--- src/rtl/axi_lite_master_if.sv ---
// AXI4-Lite signal bundle shared by the initiator and the slaves on the crossbar.
interface axi_if #(
    parameter int ADDR_W = 32,
    parameter int DATA_W = 32
);
    logic                awvalid;
    logic                awready;
    logic [ADDR_W-1:0]   awaddr;
    logic                wvalid;
    logic                wready;
    logic [DATA_W-1:0]   wdata;
    logic [DATA_W/8-1:0] wstrb;
    logic                bvalid;
    logic                bready;
    logic [1:0]          bresp;
    logic                arvalid;
    logic                arready;
    logic [ADDR_W-1:0]   araddr;
    logic                rvalid;
    logic                rready;
    logic [DATA_W-1:0]   rdata;
    logic [1:0]          rresp;

    modport master (
        output awvalid, awaddr, wvalid, wdata, wstrb, bready, arvalid, araddr, rready,
        input  awready, wready, bvalid, bresp, arready, rvalid, rdata, rresp
    );

    modport slave (
        input  awvalid, awaddr, wvalid, wdata, wstrb, bready, arvalid, araddr, rready,
        output awready, wready, bvalid, bresp, arready, rvalid, rdata, rresp
    );
endinterface

--- src/rtl/axi_lite_master.sv ---
// Single-outstanding AXI4-Lite initiator: turns one load/store request into
// one AXI4-Lite read or write and returns a one-cycle response pulse.
//
// state   | meaning
// --------+--------------------------------------------------------------
// IDLE    | waiting for a request, req_ready high
// RD_ADDR | arvalid high until the address handshake
// RD_DATA | rready high until read data arrives
// WR_REQ  | aw and w channels offered together, each drops after its handshake
// WR_RESP | bready high until the write response arrives
// RESP    | resp_valid pulse, then back to IDLE
module axi_lite_master #(
    parameter int ADDR_W = 32,
    parameter int DATA_W = 32
) (
    input  logic                clk,
    input  logic                reset,
    input  logic                req_valid,
    output logic                req_ready,
    input  logic                req_we,
    input  logic [ADDR_W-1:0]   req_addr,
    input  logic [DATA_W-1:0]   req_wdata,
    input  logic [DATA_W/8-1:0] req_wstrb,
    output logic                resp_valid,
    output logic [DATA_W-1:0]   resp_rdata,
    output logic                resp_err,
    axi_if.master               m
);

    localparam logic [2:0] IDLE    = 3'd0;
    localparam logic [2:0] RD_ADDR = 3'd1;
    localparam logic [2:0] RD_DATA = 3'd2;
    localparam logic [2:0] WR_REQ  = 3'd3;
    localparam logic [2:0] WR_RESP = 3'd4;
    localparam logic [2:0] RESP    = 3'd5;

    logic [2:0]          state;
    logic [ADDR_W-1:0]   addr_q;
    logic [DATA_W-1:0]   wdata_q;
    logic [DATA_W/8-1:0] wstrb_q;
    logic                aw_done;
    logic                w_done;
    logic                aw_hs;
    logic                w_hs;
    logic                aw_fin;
    logic                w_fin;

    // Handshake detection; done flags fold in the handshake of the current cycle
    // so both channels completing together still advance in one step.
    always_comb begin
        aw_hs  = m.awvalid && m.awready;
        w_hs   = m.wvalid && m.wready;
        aw_fin = aw_done || aw_hs;
        w_fin  = w_done || w_hs;
    end

    // All handshake-side outputs decode from registered state only, so no
    // valid ever depends combinationally on a ready.
    always_comb begin
        req_ready  = (state == IDLE);
        resp_valid = (state == RESP);
        m.arvalid  = (state == RD_ADDR);
        m.rready   = (state == RD_DATA);
        m.awvalid  = (state == WR_REQ) && !aw_done;
        m.wvalid   = (state == WR_REQ) && !w_done;
        m.bready   = (state == WR_RESP);
        m.araddr   = addr_q;
        m.awaddr   = addr_q;
        m.wdata    = wdata_q;
        m.wstrb    = wstrb_q;
    end

    // Transaction sequencing, request latching and response capture.
    always_ff @(posedge clk) begin
        if (reset) begin
            state      <= IDLE;
            addr_q     <= '0;
            wdata_q    <= '0;
            wstrb_q    <= '0;
            aw_done    <= 1'b0;
            w_done     <= 1'b0;
            resp_rdata <= '0;
            resp_err   <= 1'b0;
        end else begin
            case (state)
                IDLE: begin
                    if (req_valid && req_ready) begin
                        addr_q  <= req_addr;
                        wdata_q <= req_wdata;
                        wstrb_q <= req_wstrb;
                        aw_done <= 1'b0;
                        w_done  <= 1'b0;
                        state   <= req_we ? WR_REQ : RD_ADDR;
                    end
                end
                RD_ADDR: begin
                    if (m.arvalid && m.arready) begin
                        state <= RD_DATA;
                    end
                end
                RD_DATA: begin
                    if (m.rvalid) begin
                        resp_rdata <= m.rdata;
                        resp_err   <= (m.rresp != 2'b00);
                        state      <= RESP;
                    end
                end
                WR_REQ: begin
                    if (aw_hs) begin
                        aw_done <= 1'b1;
                    end
                    if (w_hs) begin
                        w_done <= 1'b1;
                    end
                    if (aw_fin && w_fin) begin
                        state <= WR_RESP;
                    end
                end
                WR_RESP: begin
                    if (m.bvalid) begin
                        resp_err <= (m.bresp != 2'b00);
                        state    <= RESP;
                    end
                end
                RESP: begin
                    state <= IDLE;
                end
                default: begin
                    state <= IDLE;
                end
            endcase
        end
    end

endmodule

--- src/flat_wrapper.sv ---
// flat-port wrapper written by rule: the top's interface ports become plain ports
module axi_lite_master_flat 
#(
    parameter int ADDR_W = 32,
    parameter int DATA_W = 32
)
  (clk, reset, req_valid, req_ready, req_we, req_addr, req_wdata, req_wstrb, resp_valid, resp_rdata, resp_err, m_awvalid, m_awaddr, m_wvalid, m_wdata, m_wstrb, m_bready, m_arvalid, m_araddr, m_rready, m_awready, m_wready, m_bvalid, m_bresp, m_arready, m_rvalid, m_rdata, m_rresp);
  axi_if #(.ADDR_W(ADDR_W), .DATA_W(DATA_W)) m_i ();
  input  logic clk;
  input  logic reset;
  input  logic req_valid;
  output logic req_ready;
  input  logic req_we;
  input  logic [ADDR_W-1:0] req_addr;
  input  logic [DATA_W-1:0] req_wdata;
  input  logic [DATA_W/8-1:0] req_wstrb;
  output logic resp_valid;
  output logic [DATA_W-1:0] resp_rdata;
  output logic resp_err;
  output wire logic [$bits(m_i.awvalid)-1:0] m_awvalid;
  output wire logic [$bits(m_i.awaddr)-1:0] m_awaddr;
  output wire logic [$bits(m_i.wvalid)-1:0] m_wvalid;
  output wire logic [$bits(m_i.wdata)-1:0] m_wdata;
  output wire logic [$bits(m_i.wstrb)-1:0] m_wstrb;
  output wire logic [$bits(m_i.bready)-1:0] m_bready;
  output wire logic [$bits(m_i.arvalid)-1:0] m_arvalid;
  output wire logic [$bits(m_i.araddr)-1:0] m_araddr;
  output wire logic [$bits(m_i.rready)-1:0] m_rready;
  input wire logic [$bits(m_i.awready)-1:0] m_awready;
  input wire logic [$bits(m_i.wready)-1:0] m_wready;
  input wire logic [$bits(m_i.bvalid)-1:0] m_bvalid;
  input wire logic [$bits(m_i.bresp)-1:0] m_bresp;
  input wire logic [$bits(m_i.arready)-1:0] m_arready;
  input wire logic [$bits(m_i.rvalid)-1:0] m_rvalid;
  input wire logic [$bits(m_i.rdata)-1:0] m_rdata;
  input wire logic [$bits(m_i.rresp)-1:0] m_rresp;
  assign m_awvalid = m_i.awvalid;
  assign m_awaddr = m_i.awaddr;
  assign m_wvalid = m_i.wvalid;
  assign m_wdata = m_i.wdata;
  assign m_wstrb = m_i.wstrb;
  assign m_bready = m_i.bready;
  assign m_arvalid = m_i.arvalid;
  assign m_araddr = m_i.araddr;
  assign m_rready = m_i.rready;
  assign m_i.awready = m_awready;
  assign m_i.wready = m_wready;
  assign m_i.bvalid = m_bvalid;
  assign m_i.bresp = m_bresp;
  assign m_i.arready = m_arready;
  assign m_i.rvalid = m_rvalid;
  assign m_i.rdata = m_rdata;
  assign m_i.rresp = m_rresp;
  axi_lite_master #(.ADDR_W(ADDR_W), .DATA_W(DATA_W)) u_core (.clk(clk), .reset(reset), .req_valid(req_valid), .req_ready(req_ready), .req_we(req_we), .req_addr(req_addr), .req_wdata(req_wdata), .req_wstrb(req_wstrb), .resp_valid(resp_valid), .resp_rdata(resp_rdata), .resp_err(resp_err), .m(m_i));
endmodule
--- config.mk ---
export PLATFORM = sky130hd
export DESIGN_NAME = axi_lite_master_flat
export DESIGN_NICKNAME = d
export VERILOG_FILES = /design/src/rtl/axi_lite_master_if.sv /design/src/rtl/axi_lite_master.sv /design/src/flat_wrapper.sv
export SDC_FILE = /design/constraint.sdc
export NUM_CORES = 1
export LEC_CHECK = 0
export ABC_CLOCK_PERIOD_IN_PS = 1500
export CAP_MARGIN = 25
export CORE_ASPECT_RATIO = 0.7
export CORE_MARGIN = 2
export CORE_UTILIZATION = 37
export DETAILED_ROUTE_END_ITERATION = 8
export PLACE_DENSITY = 0.81
export SLEW_MARGIN = 10
export SYNTH_ARGS = -nofsm -noshare
export SYNTH_HDL_FRONTEND = slang
export SYNTH_SLANG_ARGS = --single-unit
--- constraint.sdc ---
create_clock -name clk -period 1.5 [get_ports clk]
set_input_delay 0.3 -clock clk [delete_from_list [all_inputs] [get_ports clk]]
set_output_delay 0.3 -clock clk [all_outputs]
set_load 0.03 [all_outputs]
After elaboration in Yosys (flattened, before gate mapping):

Cells that the tools add are included.

* input bits: 113
* register bits after elaboration: 106
* logic and storage cells: 57
* output and inout bits: 140

* mux-type cells: 15
* reduce and logical (&&, ||, !) cells: 22
* equal/unequal tests: 12

Operators by type and width (count)
* two-way mux 3 bit: 5
* case mux 3 bit (5 select lines): 1
* AND reduction 3 bit: 3
* inequality test 2 x 1 -> 1 bit (second input constant): 4
* nonzero test 2 bit: 4
* logical AND 1 bit: 7
* == test 3 x 2 -> 1 bit (second input constant): 2
* == test 3 bit (second input constant): 2
* inequality test 2 bit (second input constant): 3
* case mux 1 bit (2 select lines): 3
* two-way mux 1 bit: 5
* AND reduction 5 bit: 1
* AND reduction 2 bit: 2
* == test 3 x 1 -> 1 bit (second input constant): 1
* zero test 3 bit: 1
* zero test 1 bit: 2
* logical OR 1 bit: 2
* two-way mux 2 bit: 1

Longest topological paths before layout:

* depth in word-level cells: 7
* mapped depth: 8
* depth with buffers taken out: 4

Worst setup path before layout:

No wires, ideal clock.

* path kind: register to register
* from: register u_core.state[1]
* to: register u_core.addr_q[0] (netlist: u_core.m.araddr[0])
* arrival time: 1568 ps
* required time: 1368 ps
* stages on the path, launching flop included: 8
* setup time: 132 ps
* setup slack: -200 ps
* period minus slack after synthesis: 1700 ps
* buffers on the path: 3
* path through: dfxtp_1 buf_4 nor3_2 nand2_1 buf_2 buf_2 nand2_1 a21oi_1

* cells in the longest elaborated chain, start to end: 3

Ends and longest elaborated chain
* start, declared: line axi_lite_master.sv:37 `logic [2:0] state;`
* start signal, assigned: line axi_lite_master.sv:93 `state <= req_we ? WR_REQ : RD_ADDR;`
* zero test 3 bit *: line axi_lite_master.sv:60 `req_ready = (state == IDLE);`
* via req_ready: line flat_wrapper.sv:12 `output logic req_ready;`
* logical AND 1 bit: line axi_lite_master.sv:87 `if (req_valid && req_ready) begin`
* AND reduction 2 bit (no line) *
* end signal, assigned: line axi_lite_master.sv:88 `addr_q <= req_addr;`
* end, declared: line axi_lite_master.sv:38 `logic [ADDR_W-1:0] addr_q;`

The timed path passes the listed nets; every way through them passes the cells marked *.
A chain may end at the register's enable or synchronous reset.

Final worst setup path:

* from: register u_core.state[0]
* to: output resp_valid

* cells in the longest elaborated chain, start to end: 1

Ends and longest elaborated chain
* == test 3 bit: line axi_lite_master.sv:61 `resp_valid = (state == RESP);`
* end, declared: line flat_wrapper.sv:17 `output logic resp_valid;`

No other way between the ends.

==> metrics.txt <==
post-route DRC violation count 0; sum of overflow across all layers after global routing 0; Hold Crit Class input port to flop; DR iter-0 viols about 250; Netlist cell types 29; half-perimeter wire length of the detailed placement result slightly above 9000 um; number of vias in the routed layout 4340; Logic pwr share 0.456; I/O Buffers 252; Layout Nets approximately 870; number of iterations in the first detailed-routing pass 4; row count 32; effective utilization at floorplan 0.374; CP Data Arrival Time between 1 and 1.5 ns; Clock Power Share 0.217; CTS tree yes; routed wire length 13200 um; fillcell total ~930; Worst setup EP type primary output; sequential share of the synthesized area 0.521; # Max-Cap Violations 0; total count of max-transition violations in the final report 0; worst-case register-to-register setup slack -0.03 ns; Overall Global Routing Usage 0.211; initial antenna violation count 0; flip-flop and latch count after synthesis 106; Worst Tran Pin Value between 0.3 and 0.4 ns; RSZ-0062 raised after global routing true; Longest Clk Path Bufs 2; share of total power consumed by net switching 0.394; Clock Sink Count 106; Inserted Clock Buffers 9; worst clock skew about 0.008 ns; crit path time final 1.56 ns; number of levels in the clock H-tree 3; buffer cell driving the clock tree root sky130_fd_sc_hd__clkbuf_16; via count of the first global-routing pass 4177; worst path cell trace buf_6 > inv_4 > nor3_4 > buf_6; Syn Std Cell Area ~0.004 sq mm; global placer's final weighted congestion between 0.8 and 0.9; Worst VDD drop ~0.00084 V; final count of negative-setup-slack endpoints 5; slack of the critical path -0.0595 ns; placed instance count ~880; final hold viol count 0; crit path launch type flop; cell internal power dissipation approximately 7 mW; relative contribution of sequential cells to total power 0.327; via density per instance 4.76; area share of the largest cell type after synthesis 0.521; Post-Synthesis Net Count between 600 and 700; switching power total about 4.4 mW; Synth Area per Inst a little under 8 sq um; violations in the final reports setup timing; delay of the slowest cell on the worst path 0.42 ns; P per Cell Area 1600 mW/mm^2; area of the core 0.0109 sq mm; WL per Instance around 14 um; Worst Path Required between 1 and 1.5 ns; Max Fanout on Critical Path 5; YS warnings 0; number of top-level pins ~250; cell at the slowest stage of the critical path sky130_fd_sc_hd__dfxtp_4; floorplan die width 129 um; period utilisation layout 1.04; layout-stage area growth over the synthesis result 72.8%; height of the chip a little over 90 um; worst setup path category flop to primary output; count of nets left with antenna violations after detail routing 0; count of placed standard cells in the final layout, fillers left out about 910; Relative slew margins 0.762; Finished Cell Area 0.00704 sq mm; top area cells in the synthesized netlist sky130_fd_sc_hd__dfxtp_1 (52%), sky130_fd_sc_hd__nand2_1 (19%), sky130_fd_sc_hd__a21oi_1 (13%); layout cell share with drive strength beyond 1 0.103; largest net degree at the start of global routing 37; cell type with the largest total area after synthesis sky130_fd_sc_hd__dfxtp_1; critical path's most frequent cell sky130_fd_sc_hd__buf_6; Leakage ~3.2 nW; Syn Inst Count around 530; overall die area between 0.01 and 0.015 sq mm; clk slew on worst S/H paths ~0.070 ns; # diodes 0; Highest Clock Rate ~640 MHz; run status complete, but fails checks; global-route wire length before repair roughly 20000 um; total placed instance area approximately 0.0066 sq mm; Clk Latency, worst-skew pair 0.34 ns; final worst hold slack ~0.33 ns
[cells by family (layout without fill, tap and decap cells)]
kind of cell           count (synthesis)  count (layout)  synth area share
AND/OR/NAND/NOR                      231             231             0.224
AO/OA/AOI/OAI                        114             114             0.146
flip-flops                           106             106             0.521
buffers and inverters                 73             306             0.106
multiplexers                           1               1           0.00246
[layout by cell type (no fill, tap or decap), drive strengths merged, types with 3 or more instances in the layout]
cell type,n
nand2,203
dlygate4sd2,133
clkdlybuf4s50,111
dfxtp,106
a21oi,104
buf,43
clkbuf,11
nor2,9
nor3,8
inv,3
nand3,3
[synthesized netlist by cell type (all sizes together)]
cell type and number:
a211oi 1, a21oi 104, a221o 1, a22oi 2
a31oi 2, and2 2, and3 1, buf 50
clkbuf 20, dfxtp 106, inv 3, mux2i 1
nand2 203, nand2b 1, nand3 3, nor2 9
nor2b 1, nor3 8, nor3b 1, nor4 1
o22ai 2, o32a 1, o32ai 1, or2 1
[sequential cells by signal (all words and copies together) (netlist names)]
register,flops
u_core.w_done,1
u_core.m.wstrb,4
u_core.aw_done,1
u_core.m.araddr,32
u_core.state,3
u_core.resp_rdata,32
u_core.m.wdata,32
u_core.resp_err,1
[metrics by stage]
stage          TNS (ns)  total power, mW   util  worst slack (ns)
2_1_floorplan     -1.42             6.76      -            -0.187
5_1_grt          -0.601             11.8  0.646            -0.114
6_report         -0.165             11.2  0.646           -0.0595
3_5_place_dp     -10.47             8.71  0.608            -0.175
4_1_cts          -0.223             11.1  0.637           -0.0611
3_3_place_gp      -8.47             8.59  0.608            -0.171
[path summary, 6_finish.rpt]
kind                                        start                 to  cells past startpoint
worst min-delay path                        reset    u_core.state[2]                      2
worst max register to register    u_core.state[1]    u_core.state[2]                      7
worst max-delay path              u_core.state[0]         resp_valid                      4
worst min register to register  u_core.m.wdata[0]  u_core.m.wdata[0]                      2
[critical path: cells and delay by family (launching register included)]
| kind | cells | cell delay [ns] |
|---|---|---|
| flip-flops | 1 | 0.42 |
| AND/OR/NAND/NOR | 1 | 0.17 |
| buffers and inverters | 3 | 0.35 |
[repair_timing]
action / in CTS / in global routing
hold buffers: 0 / 0
cloned: 0 / 1
setup buffers: 10 / 3
setup endpoints to repair: 141 / 76
pin swaps: 10 / 4
gates resized for setup: 162 / 17
[cell type report]
cell class	count	area [sq um]	area share
Clock inverter	5	80.1	0.0114
Timing Repair Buffer	288	2780	0.394
Sequential cell	106	2130	0.303
Tap cell	153	191	0.0272
Multi-Input combinational cell	346	1620	0.230
Inverter	3	13.8	0.00195
Clock buffer	10	229	0.0325
[power groups by stage]
| stage | Combinational, mW | Sequential (mW) | Clock [mW] |
|---|---|---|---|
| after floorplan | 2.24 | 4.51 | 0 |
| after global placement | 4.90 | 3.69 | 0 |
| after detailed placement | 4.98 | 3.73 | 0 |
| after CTS | 4.95 | 3.67 | 2.51 |
| after global routing | 5.47 | 3.74 | 2.64 |
| final | 5.12 | 3.68 | 2.44 |
[routing by layer]
layer / vias up / share of wire / global-route usage
li1: 2115 / - / -
met1: 2004 / 0.39 / 0.233
met2: 187 / 0.51 / 0.379
met3: 34 / 0.072 / 0.0653
met4: 0 / 0.026 / 0.0780
met5: - / 0 / 0
(Power assumes the default switching activity.)
